`src/rtl/gb_cart_pkg.sv`:
```
// Shared constants and types for the cartridge bank controller.
package gb_cart_pkg;
  typedef enum logic {MBC_NONE = 1'b0, MBC1 = 1'b1} mbc_type_e;

  localparam logic [15:0] ROM0_BASE = 16'h0000;
  localparam logic [15:0] ROMX_BASE = 16'h4000;
  localparam logic [15:0] ERAM_BASE = 16'hA000;
  localparam logic [15:0] ERAM_END  = 16'hBFFF;

  localparam int BANK1_W = 5;
  localparam int BANK2_W = 2;

  localparam logic [3:0] RAM_KEY = 4'hA;
endpackage

```
`src/rtl/gb_mbc1_regs.sv`:
```
// MBC1 write-event detector and bank/mode/enable registers.
module gb_mbc1_regs
  import gb_cart_pkg::*;
#(
  parameter bit EN = 1'b1
) (
  input  logic               clock,
  input  logic               reset,
  input  logic [2:0]         addr_hi,
  input  logic [7:0]         wdata,
  input  logic               wr_n,
  output logic               wr_evt,
  output logic [BANK1_W-1:0] bank1,
  output logic [BANK2_W-1:0] bank2,
  output logic               mode,
  output logic               ram_en
);
  logic wr_n_q;
  logic unused_hi;

  assign unused_hi = ^wdata[7:5];
  assign wr_evt    = !wr_n && wr_n_q && !reset;

  // wr_n_q keeps tracking the strobe while in reset so a write held low across reset release is not replayed
  always_ff @(posedge clock) begin
    wr_n_q <= wr_n;
    if (reset) begin
      bank1  <= BANK1_W'(1);
      bank2  <= '0;
      mode   <= 1'b0;
      ram_en <= 1'b0;
    end else if (EN && wr_evt && !addr_hi[2]) begin
      case (addr_hi[1:0])
        2'd0: ram_en <= (wdata[3:0] == RAM_KEY);
        2'd1: bank1  <= (wdata[BANK1_W-1:0] == '0) ? BANK1_W'(1) : wdata[BANK1_W-1:0];
        2'd2: bank2  <= wdata[BANK2_W-1:0];
        default: mode <= wdata[0];
      endcase
    end
  end
endmodule

```
`src/rtl/gb_cart_mbc.sv`:
```
// Cartridge bank controller: ROM/RAM address generation and CPU read-data mux.
module gb_cart_mbc
  import gb_cart_pkg::*;
#(
  parameter int MBC_TYPE  = 1,
  parameter int ROM_BANKS = 64,
  parameter int RAM_BANKS = 4,
  localparam int ROM_BW   = $clog2(ROM_BANKS),
  localparam int ROM_AW   = ROM_BW + 14,
  localparam int RAM_BW   = (RAM_BANKS > 1) ? $clog2(RAM_BANKS) : 0,
  localparam int RAM_AW   = RAM_BW + 13
) (
  input  logic              clock,
  input  logic              reset,
  input  logic [15:0]       A,
  input  logic [7:0]        Do,
  input  logic              wr_n,
  input  logic              rd_n,
  input  logic              cs_n,
  output logic [ROM_AW-1:0] rom_addr,
  input  logic [7:0]        rom_data,
  output logic [RAM_AW-1:0] ram_addr,
  output logic [7:0]        ram_wdata,
  output logic              ram_we,
  input  logic [7:0]        ram_data,
  output logic [7:0]        Di,
  output logic              cart_hit
);
  localparam bit HAS_MBC = (MBC_TYPE == int'(MBC1));
  localparam bit HAS_RAM = (RAM_BANKS != 0);

  logic               wr_evt;
  logic [BANK1_W-1:0] bank1;
  logic [BANK2_W-1:0] bank2;
  logic               mode;
  logic               ram_en;
  logic [BANK1_W+BANK2_W-1:0] rom_bank, rom_bank_m;
  logic [BANK2_W-1:0] ram_bank_m;
  logic               eram, ram_en_eff;
  logic               unused_ok;

  gb_mbc1_regs #(.EN(HAS_MBC)) u_regs (
    .clock   (clock),
    .reset   (reset),
    .addr_hi (A[15:13]),
    .wdata   (Do),
    .wr_n    (wr_n),
    .wr_evt  (wr_evt),
    .bank1   (bank1),
    .bank2   (bank2),
    .mode    (mode),
    .ram_en  (ram_en)
  );

  // Fixed window bank is 0 unless mode 1 routes bank2 into the upper bits
  always_comb begin
    rom_bank = {bank2, bank1};
    if (A < ROMX_BASE || (A >= 16'h8000 && !A[14]))
      rom_bank = mode ? {bank2, {BANK1_W{1'b0}}} : '0;
  end

  assign rom_bank_m = rom_bank & (BANK1_W+BANK2_W)'(ROM_BANKS - 1);
  assign ram_bank_m = (HAS_MBC && mode) ? (bank2 & BANK2_W'(RAM_BANKS - 1)) : '0;

  if (HAS_MBC) begin : g_rom_mbc
    assign rom_addr = {rom_bank_m[ROM_BW-1:0], A[13:0]};
  end else begin : g_rom_flat
    assign rom_addr = ROM_AW'(A[14:0]);
  end

  if (RAM_BW > 0) begin : g_ram_bank
    assign ram_addr = {ram_bank_m[RAM_BW-1:0], A[12:0]};
  end else begin : g_ram_flat
    assign ram_addr = A[12:0];
  end

  assign eram       = !cs_n && (A >= ERAM_BASE) && (A <= ERAM_END);
  assign ram_en_eff = HAS_RAM && (HAS_MBC ? ram_en : 1'b1);
  assign ram_we     = wr_evt && eram && ram_en_eff;
  assign ram_wdata  = Do;
  assign cart_hit   = !A[15] || ((A >= ERAM_BASE) && (A <= ERAM_END));

  always_comb begin
    Di = 8'hFF;
    if (!A[15])
      Di = rom_data;
    else if (eram && ram_en_eff)
      Di = ram_data;
  end

  assign unused_ok = ^{rd_n, rom_bank_m, ram_bank_m, bank1, bank2, mode, ram_en};
endmodule

```
`config.mk`:
```
export PLATFORM = sky130hd
export DESIGN_NAME = gb_cart_mbc
export DESIGN_NICKNAME = d
export VERILOG_FILES = /design/src/rtl/gb_cart_pkg.sv /design/src/rtl/gb_mbc1_regs.sv /design/src/rtl/gb_cart_mbc.sv
export SDC_FILE = /design/constraint.sdc
export NUM_CORES = 1
export LEC_CHECK = 0
export ABC_AREA = 0
export BUFFER_PORTS_ARGS = -buffer_cell sky130_fd_sc_hd__buf_4
export CAP_MARGIN = 20
export CORE_MARGIN = 4
export CORE_UTILIZATION = 30
export DETAILED_ROUTE_END_ITERATION = 12
export HOLD_SLACK_MARGIN = 0.03
export PLACE_DENSITY = 0.75
export RECOVER_POWER = 50
export SYNTH_ARGS = -nofsm -noshare
export SYNTH_HDL_FRONTEND = slang
export SYNTH_SLANG_ARGS = --single-unit
```
`constraint.sdc`:
```
create_clock -name clock -period 1.4 [get_ports clock]
set_input_delay 0.28 -clock clock [delete_from_list [all_inputs] [get_ports clock]]
set_output_delay 0.28 -clock clock [all_outputs]
set_load 0.01 [all_outputs]
```
==> summary.md, run 1 <==
| Metric | Value |
|---|---|
| Post-Route Skew | 0.000986 ns |
| Crit path largest cell delay | 0.38 ns |
| CP max-delay cell | dfxtp_4 |
| IO Pins | 98 |
| Vias per inst | 5.10 |
| Die Span Y | 61.8 µm |
| Worst EP arrival | 1.19 ns |
| Pwr/cell area | 655 nW/µm² |
| Max cap viols | 0 |
| Crit-path max FO | 5 |
| CP Cell Sequence | nand4b_4 > nor4b_4 > buf_4 |
| Design area | 1160 µm² |
| Mapped cell area | 868 µm² |
| Area of the multi-input gates | 425 µm² |
| Fin crit period | 1.47 ns |
| Hold depth | 3 |
| CTS clock-pin slew for the worst setup and hold paths | 0.07 ns |
| Synth Instances | 106 |
| TritonCTS Sinks | 10 |
| Htree depth | 1 |
| Final Wtd Congestion | 0.834 |
| Final worst setup slack | -0.0654 ns |
| Fraction of layout cells with a size suffix above 1 | 54.6% |
| Vias | 821 |
| DP Area | 1060 µm² |
| Worst min-delay path category | input port to register |
| Final count of pins violating max slew | 0 |
| Post-detail-place hpwl | 1920 µm |
| Yosys warns | 0 |
| Final setup fails | 9 |
| Final net count | 176 |
| Status | complete, but fails checks |
| Synth unique cells | 26 |
| ANT cells | 0 |
| Worst VDD drop | 374 µV |
| Area delta synth->final | 33.4% |
| Register area | 204 µm² |
| Beginning of the worst register-to-register path | u_regs.wr_n_q |
| Hold Crit Endpoint | u_regs.bank1[4] |
| Total track usage | 12.2% |
| Worst slew pin tran | 0.332 ns |
| Max transition margin | 77.7% |
| Mean Syn Cell Area | 8.19 µm² |
| Post-synthesis adder-cell area fraction | 0% |
| FF-to-FF End | u_regs.bank1[0] |
| Crit Path Category | register to primary output |
| Iter 0 DRT Violations | 23 |
| CTS Buf Count | 3 |
| GR Overflow Total | 0 |
| Routed length per instance | 15.8 µm |
| Xor/xnor share of the synthesized area | 0% |
| Core region area | 2760 µm² |
| Initial antenna violation count | 0 |
| Pwr Total | 0.759 mW |
| Clk root buf | clkbuf_4 |
| # rows | 19 |
| # fillers | 288 |
| Post-layout util | 42.0% |
| Longest Clk Path Bufs | 2 |
| Multiplexer share of the synthesized area | 0% |
| Post-Syn Nets | 151 |
| Unrepaired setup endpoints after global routing | true |
| Failing checks | negative setup slack |
| Post-Route WL | 2550 µm |
| Drc violations | 0 |
| HP Start | Do[4] |
| Peak Freq | 682 MHz |
| Skew-Pair Late Insertion Delay | 0.27 ns |
| Largest net degree at the start of global routing | 14 |
| Initial core utilization | 31.5% |
| Die width | 61.8 µm |
| Synth Area in Simple Gates | 24.4% |
| First-pass GRT wire length | 3470 µm |
| Die area | 3820 µm² |
| Vias in the first global route | 789 |
| Main combinational cell family by area after synthesis | buffers and inverters |
| Setup crit end kind | primary output |
| 1st-pass router iterations | 4 |
| Static leakage | 0.518 nW |
| R2R cell count | 3 |
| Hold buffer count at cts | 0 |
| Startpoint Class | register |
| Fin. Hold Viols | 0 |
| Worst path required time | 1.12 ns |
| R2r setup slk | 0.10 ns |
| Synthesized flop and latch total | 10 |
| Crit share post-route | 105% |
| Antenna Violating Nets Remaining | 0 |
| Post-synthesis compound-gate area fraction | 19.9% |
| Seq/Total Area, Yosys | 23.1% |
| CTS tree | built |
| Pre-CTS WS | -0.184 ns |
| Port bufs | 51 |
## final cells by class
class	count	share of cell area [%]
Clock buffer	4	3.13
Multi-Input combinational cell	57	36.7
Sequential cell	10	17.6
Tap cell	31	3.35
Timing Repair Buffer	59	39.2
## logic make-up after synthesis
family                 Yosys count
AOI/OAI and AO/OA               26
and+or+nand+nor                 30
DFF                             10
buffers and inverters           40
## routing by layer
metal | wire length [µm] | part of all wire (%) | up-vias | track usage, %
met5 | 0 | 0 | - | 0
met4 | 39 | 1.5 | 0 | 5.15
met3 | 329 | 13 | 11 | 4.13
met2 | 1320 | 52 | 45 | 23.5
met1 | 863 | 34 | 376 | 11.5
li1 | - | - | 389 | -
## metrics by stage
stage	std cells	setup TNS, ns	hold slack (ns)
after global routing	161	-0.743	0.304
after detailed placement	155	-2.35	0.464
after CTS	161	-0.154	0.239
after floorplan	106	0	0.308
final	161	-0.300	0.294
after global placement	155	-1.90	0.459
## timing repair
item	CTS	global route
pin swaps	4	4
resized for setup	9	1
cloned	1	0
setup buffers	1	0
hold endpoints to repair	0	0
setup endpoints to repair	11	9
## layout by cell type, fill, tap and decap left out, types with 2 or more instances in the layout
| cell type | count |
|---|---|
| buf_4 | 54 |
| nand2b_1 | 2 |
| dfxtp_1 | 9 |
| nand2_1 | 2 |
| o21ai_0 | 6 |
| buf_6 | 4 |
| clkbuf_4 | 3 |
| nor2_1 | 2 |
| and2_1 | 7 |
| a21oi_1 | 8 |
| o22a_1 | 8 |
| nand3_1 | 7 |
## cell usage after synthesis
| cell type | number | area [µm²] |
|---|---|---|
| and2_1 | 7 | 43.8 |
| o21ai_0 | 6 | 30.0 |
| nor4bb_1 | 1 | 10.0 |
| dfxtp_1 | 10 | 200 |
| nand4b_4 | 1 | 23.8 |
| nand2_1 | 2 | 7.51 |
| nor2_1 | 2 | 7.51 |
| a211oi_1 | 1 | 7.51 |
| a21oi_1 | 8 | 40.0 |
| o31ai_2 | 1 | 12.5 |
| nor4_2 | 1 | 12.5 |
| nand2b_1 | 2 | 12.5 |
| nor4b_1 | 1 | 8.76 |
| buf_1 | 1 | 3.75 |
| buf_4 | 35 | 263 |
| or4b_1 | 1 | 10.0 |
| nor4_1 | 1 | 6.26 |
| nand4_1 | 1 | 6.26 |
| o21a_1 | 1 | 7.51 |
| nor2b_1 | 2 | 12.5 |
| nor4b_2 | 1 | 15.0 |
| o21ai_1 | 1 | 5.00 |
| buf_2 | 2 | 10.0 |
| clkbuf_1 | 2 | 7.51 |
| o22a_1 | 8 | 70.1 |
| nand3_1 | 7 | 35.0 |
## flip-flops by register name (all words and copies together) (netlist names)
| signal | count |
|---|---|
| u_regs.bank1 | 5 |
| u_regs.bank2 | 2 |
| u_regs.mode | 1 |
| u_regs.ram_en | 1 |
| u_regs.wr_n_q | 1 |
## critical path: cells and delay by family (launching register included)
family,cells,cell delay (ns)
and+or+nand+nor,2,0.39
DFF,1,0.38
buffers and inverters,1,0.15
## worst max-delay path by stage
stage,from,end,slack (ns),cells after the start
2_1_floorplan,A[15],ram_we,0.01,3
3_3_place_gp,A[14],ram_we,-0.16,5
3_5_place_dp,A[14],ram_we,-0.18,5
4_1_cts,u_regs.ram_en,ram_we,-0.07,3
5_1_grt,u_regs.ram_en,ram_we,-0.13,3
6_report,u_regs.ram_en,ram_we,-0.07,3
## where the power goes
part	total, mW	leakage [nW]	switching [mW]	internal [mW]
clock	0.264	0.0210	0.106	0.158
sequential	0.288	0.0818	0.00189	0.286
combinational	0.207	0.415	0.0897	0.117
total	0.759	0.518	0.198	0.561
Note: power is estimated with default switching activity, not from simulation.
==> run 2, diff against run 1 <==
Settings changed: CAP_MARGIN 20 to not set, SETUP_SLACK_MARGIN set to 0.15.
==> summary.md, run 2 (same netlist as run 1, synthesis figures left out) <==
| Metric | Value |
|---|---|
| Post-Place Cells | 156 |
| Worst path required time | 1.12 ns |
| Final setup fails | 9 |
| CTS clock-pin slew for the worst setup and hold paths | 0.07 ns |
| Post-layout util | 44.1% |
| HP Start | Do[0] |
| R2r setup slk | 0.12 ns |
| Antenna Violating Nets Remaining | 0 |
| Area delta synth->final | 40.2% |
| Design area | 1220 µm² |
| Die Span Y | 61.8 µm |
| Register area | 206 µm² |
| Crit-path max FO | 5 |
| Hold Crit Endpoint | u_regs.bank1[0] |
| Crit share post-route | 105% |
| Commonest non-fill, non-tap cell in the layout | buf_4 |
| Regs by FF count | u_regs.bank1: 5 flops, u_regs.bank2: 2 flops |
| Max cap viols | 0 |
| Failing checks | negative setup slack |
| Drc violations | 0 |
| Die width | 61.8 µm |
| Post-detail-place hpwl | 1980 µm |
| Vias | 839 |
| Layout Cells excl Fill | 163 |
| Iter 0 DRT Violations | 14 |
| Final Wtd Congestion | 0.823 |
| Initial antenna violation count | 0 |
| Pwr/cell area | 640 nW/µm² |
| Most frequent cells in the layout | buf_4 (55), o22a_1 (8), and2_1 (7), nand3_1 (7), dfxtp_1 (7) |
| DP Area | 1080 µm² |
| Setup TNS | -0.298 ns |
| Status | complete, but fails checks |
| Pre-CTS WS | -0.154 ns |
| Top reg by flops | u_regs.bank1 |
| Static leakage | 0.535 nW |
| CTS tree | built |
| Clk root buf | clkbuf_4 |
| Vias per inst | 5.15 |
| Initial core utilization | 31.5% |
| Area of the multi-input gates | 474 µm² |
| 1st-pass router iterations | 4 |
| CTS Buf Count | 3 |
| Total track usage | 13.6% |
| Unrepaired setup endpoints after global routing | true |
| Setup crit end kind | primary output |
| First-pass GRT wire length | 3790 µm |
| Worst VDD drop | 434 µV |
| Post-Route WL | 2640 µm |
| Hold depth | 3 |
| Final worst setup slack | -0.0649 ns |
| R2R cell count | 3 |
| Peak Freq | 683 MHz |
| Max transition margin | 79.1% |
| Vias in the first global route | 839 |
| Fraction of layout cells with a size suffix above 1 | 61.4% |
| GR Overflow Total | 0 |
| ANT cells | 0 |
| Fin crit period | 1.46 ns |
| Port bufs | 51 |
| Final count of pins violating max slew | 0 |
| Routed length per instance | 16.2 µm |
| Worst setup startpoint | u_regs.ram_en |
| Htree depth | 1 |
| Worst slew pin tran | 0.310 ns |
| Worst EP arrival | 1.18 ns |
| Largest net degree at the start of global routing | 14 |
| Fin. Hold Viols | 0 |
| Die area | 3820 µm² |
| Core region area | 2760 µm² |
| Longest Clk Path Bufs | 2 |
| Max reg flops | 5 |
| # fillers | 280 |
| TritonCTS Sinks | 10 |
| Startpoint Class | register |
| Crit Path Category | register to primary output |
| Skew-Pair Late Insertion Delay | 0.27 ns |
| FF-to-FF End | u_regs.ram_en |
| IO Pins | 98 |
| Post-Route Skew | 0.00304 ns |
| Beginning of the worst register-to-register path | u_regs.wr_n_q |
| # rows | 19 |
| Final net count | 178 |
| Worst min-delay path category | input port to register |
## run 2: how the worst max path moves through the flow
stage	to	cells after the start
2_1_floorplan	ram_we	4
3_3_place_gp	ram_we	5
3_5_place_dp	ram_we	5
4_1_cts	ram_we	3
5_1_grt	ram_we	3
6_report	ram_we	3
## run 2: metrics by stage
| stage | power, mW | hold slack, ns |
|---|---|---|
| floorplan | 0.459 | 0.308 |
| global route | 0.812 | 0.285 |
| finish | 0.779 | 0.259 |
| global placement | 0.491 | 0.464 |
| CTS | 0.786 | 0.244 |
| detailed placement | 0.495 | 0.467 |
## run 2: power breakdown
group / switching (mW) / total, mW / leakage (nW) / internal [mW]
combinational: 0.0964 / 0.219 / 0.431 / 0.123
sequential: 0.00253 / 0.289 / 0.0824 / 0.286
clock: 0.114 / 0.272 / 0.0210 / 0.158
total: 0.213 / 0.779 / 0.535 / 0.567
## run 2: timing repair
action | CTS | global route
hold endpoints to repair | 0 | 0
cloned | 2 | 0
hold buffers | 0 | 0
resized for setup | 12 | 11
setup endpoints to repair | 12 | 16
setup buffers | 1 | 0
pin swaps | 3 | 6
## run 2: cell type report
type,instances,share of cell area (%)
well taps,31,3.19
repair buffers,60,37.9
multi-input cells,58,39.0
flip-flops and latches,10,17.0
clock buffers,4,2.98
## run 2: routing by layer
metal / global-route usage (%) / vias to the layer above / share of wire, %
li1: - / 402 / -
met1: 14.0 / 373 / 36
met2: 25.0 / 48 / 49
met3: 3.10 / 16 / 11
met4: 7.88 / 0 / 2.9
met5: 0 / - / 0
## run 2: worst max-delay path, cell delays in order, from the launching register on
cell and delay (ns):
dfxtp_4 0.37, nand4b_4 0.15, nor4b_4 0.23, buf_4 0.16
